--- src/rtl/ripple_adder_5bit.sv ---
// rtl/ripple_adder_5bit.sv - unsigned ripple-carry adder with combinational and registered, valid-qualified result
module ripple_adder_5bit #(
    parameter int WIDTH = 5
) (
    input  logic             clk,
    input  logic             rst_n,
    input  logic             in_valid,
    input  logic [WIDTH-1:0] a,
    input  logic [WIDTH-1:0] b,
    output logic [WIDTH:0]   sum_comb,
    output logic [WIDTH:0]   sum,
    output logic             out_valid
);

    logic [WIDTH-1:0] sum_bits;
    logic             carry_out;

    // Full-adder cells chained LSB to MSB; carry is walked as a scalar so the chain is not a self-referencing vector.
    always_comb begin
        logic carry;
        logic prop;
        carry    = 1'b0;
        sum_bits = '0;
        for (int i = 0; i < WIDTH; i++) begin
            prop        = a[i] ^ b[i];
            sum_bits[i] = prop ^ carry;
            carry       = (a[i] & b[i]) | (carry & prop);
        end
        carry_out = carry;
    end

    assign sum_comb = {carry_out, sum_bits};

    always_ff @(posedge clk) begin
        if (!rst_n) begin
            sum       <= '0;
            out_valid <= 1'b0;
        end else begin
            out_valid <= in_valid;
            if (in_valid) begin
                sum <= sum_comb;
            end
        end
    end

endmodule

--- config.mk ---
export PLATFORM = sky130hd
export DESIGN_NAME = ripple_adder_5bit
export DESIGN_NICKNAME = d
export VERILOG_FILES = /design/src/rtl/ripple_adder_5bit.sv
export SDC_FILE = /design/constraint.sdc
export NUM_CORES = 1
export LEC_CHECK = 0
export ABC_AREA = 1
export BUFFER_PORTS_ARGS = -buffer_cell sky130_fd_sc_hd__clkbuf_2
export CORE_AREA = 2 2 39 41
export DETAILED_ROUTE_END_ITERATION = 12
export DIE_AREA = 0 0 41 43
export PLACE_DENSITY = 0.57
export SYNTH_ARGS = -nofsm -noshare
export SYNTH_HDL_FRONTEND = slang
export SYNTH_SLANG_ARGS = --single-unit
export TNS_END_PERCENT = 5
--- constraint.sdc ---
create_clock -name clk -period 3.8 [get_ports clk]
set_clock_uncertainty 0.2 [all_clocks]
set_input_delay 0.76 -clock clk [delete_from_list [all_inputs] [get_ports clk]]
set_output_delay 0.76 -clock clk [all_outputs]
set_load 0.01 [all_outputs]
==> results.sh <==
export IMPL_die_x_um=41
export IMPL_grt_max_degree=14
export IMPL_synth_warnings=0
export IMPL_totalPowerFinal_uw=210.3
export IMPL_postRouteAntennaNets=0
export IMPL_cp_endpoint="sum_comb[4]"
export IMPL_clock_sinks=7
export IMPL_period_needed_ns=3.674
export IMPL_start_util_pct=28.75
export IMPL_p_leak_nw=0.3480
export IMPL_status="completed"
export IMPL_syn_area_um2=397.9
export IMPL_arrival_ns=2.71
export IMPL_fmaxAchievable_mhz=272.2
export IMPL_top_layer_used="met3"
export IMPL_tightest_slew_ns=0.2421
export IMPL_seq_area_frac_synth_pct=35.22
export IMPL_post_cts_setup_buffer_count=0
export IMPL_fin_crit_sh_pct=96.68
export IMPL_routed_via_density=3.979
export IMPL_via_count=382
export IMPL_wl_met2_um=342
export IMPL_slew_viol_final=0
export IMPL_nets=99
export IMPL_wl_um=713
export IMPL_gp_congestion=0.6113
export IMPL_cts_tree="done"
export IMPL_setup_tns_ns=0
export IMPL_power_per_cell_area_mw_per_mm2=378.6
export IMPL_clkLatencyLatePin_ns=0.25
export IMPL_ys_ff_latch=7
export IMPL_start_kind="input port"
export IMPL_drt_pass1_iter_count=4
export IMPL_io_pins=26
export IMPL_m1WireLength_um=330
export IMPL_holdCritPathClass="reg -> reg"
export IMPL_syn_avg_cell_area_um2=7.507
export IMPL_holdBufCountCts=0
export IMPL_antenna_found_initial=0
export IMPL_htree_levels=1
export IMPL_reg2regPathDepth=2
export IMPL_clockRootBuffer="clkbuf_4"
export IMPL_hold_viol=0
export IMPL_die_area_mm2=0.001763
export IMPL_cp_required_ns=2.84
export IMPL_cts_buffer_depth=2
export IMPL_row_count=14
export IMPL_synthCells=53
export IMPL_wl_met3_um=40
export IMPL_n_antenna_cell=0
export IMPL_syn2layout_area_growth_pct=39.62
export IMPL_grtUsageTotal_pct=8.898
export IMPL_relSlewSlack_pct=83.86
export IMPL_drt_iter0_markers=10
export IMPL_peakVddDrop_v=0.00009119
export IMPL_cap_violations=0
export IMPL_cp_max_fo=2
export IMPL_rrSetupSlack_ns=3.05
export IMPL_cp_end_kind="output port"
export IMPL_port_buffers=25
export IMPL_die_h_um=43
export IMPL_finalSetupViolations=0
export IMPL_r2r_start="sum[5]"
export IMPL_critical_path_class="in -> out"
export IMPL_yosysUniqueCellTypes=8
export IMPL_rsz0062_at_grt="no"
export IMPL_grt_pass1_vias=266
export IMPL_dp_hpwl_um=581.3
export IMPL_fill_cells=161
export IMPL_numCtsBuffers=3
export IMPL_gr_total_overflow=0
export IMPL_worstSetupStartpoint="a[0]"
export IMPL_clkTransAtPathRegs_ns=0.05
export IMPL_core_area_mm2=0.001384
export IMPL_wl_per_cell_um=7.427
export IMPL_route_detailed_drc=0
export IMPL_r2r_end="sum[5]"
export IMPL_cts_resized=0
export IMPL_syn_num_nets=71
export IMPL_grt_pass1_wl_um=1028
export IMPL_drive_above_1_share_pct=37.50
## final cells by class
cell class / instances / area [um2] / share of cell area [%]
multi-input cells: 30 / 191.4 / 34.46
flip-flops and latches: 7 / 140.1 / 25.23
repair buffers: 25 / 125.1 / 22.52
inverters: 14 / 52.55 / 9.459
clock buffers: 4 / 26.28 / 4.730
well taps: 16 / 20.02 / 3.604
## sequential cells by signal, indices dropped and copies added (netlist names)
signal	count
sum	6
out_valid	1
## cells by family after synthesis
| family | share of synthesized area [%] |
|---|---|
| DFF | 35.22 |
| adders and majority gates | 23.27 |
| buffers and inverters | 17.92 |
| and+or+nand+nor | 23.58 |
## cell usage in the layout, fill, tap and decap left out
cell      instances
fa_2              2
inv_1            14
clkbuf_4          3
fa_1              2
nor2_1           12
ha_1              1
clkbuf_2         25
dfxtp_1           7
clkbuf_1          1
nand2_1          13
## how the worst min path moves through the flow
stage | from | endpoint | slack (ns) | cells after the start
2_1_floorplan | sum[0] | sum[0] | 0.29 | 2
3_3_place_gp | sum[3] | sum[3] | 0.26 | 2
3_5_place_dp | sum[1] | sum[1] | 0.26 | 2
4_1_cts | sum[1] | sum[1] | 0.27 | 2
5_1_grt | sum[0] | sum[0] | 0.29 | 2
6_report | sum[3] | sum[3] | 0.27 | 2
## metal layers
metal	vias to the layer above	GRT usage [%]
li1	198	-
met1	171	10.86
met2	13	11.56
met3	0	3.141
met4	0	8.000
met5	-	0
## cell usage after synthesis
cell	n	area share, %
dfxtp_1	7	35
fa_1	4	20
buf_4	1	1.9
buf_6	1	2.8
inv_1	14	13
nand2_1	13	12
nor2_1	12	11
ha_1	1	3.1
## metrics by stage
stage | cell area [um2] | std cells | hold slack, ns | utilization, % | setup slack [ns]
5_1_grt | 555.5 | 96 | 0.2868 | 40.14 | 0.01061
6_report | 555.5 | 96 | 0.2673 | 40.14 | 0.1261
3_5_place_dp | 524.3 | 92 | 0.2616 | 37.88 | 0.1056
2_1_floorplan | 397.9 | 53 | 0.2924 | - | 0.3598
3_3_place_gp | 524.3 | 92 | 0.2574 | 37.88 | 0.1099
4_1_cts | 550.5 | 96 | 0.2684 | 39.78 | 0.09214
## power breakdown
group | internal (mW) | switching, mW | leakage [nW]
Sequential | 0.0799 | 0.00283 | 0.0583
Clock | 0.0400 | 0.0260 | 0.0150
Combinational | 0.0276 | 0.0339 | 0.275
## critical path, stage by stage
cell and delay, ns:
clkbuf_2 0.08, ha_1 0.18, inv_1 0.06, fa_2 0.18, inv_1 0.05, fa_1 0.38, fa_2 0.34, inv_1 0.08
fa_1 0.43, inv_1 0.06, clkbuf_2 0.12
Note: power is estimated with default switching activity, not from simulation.
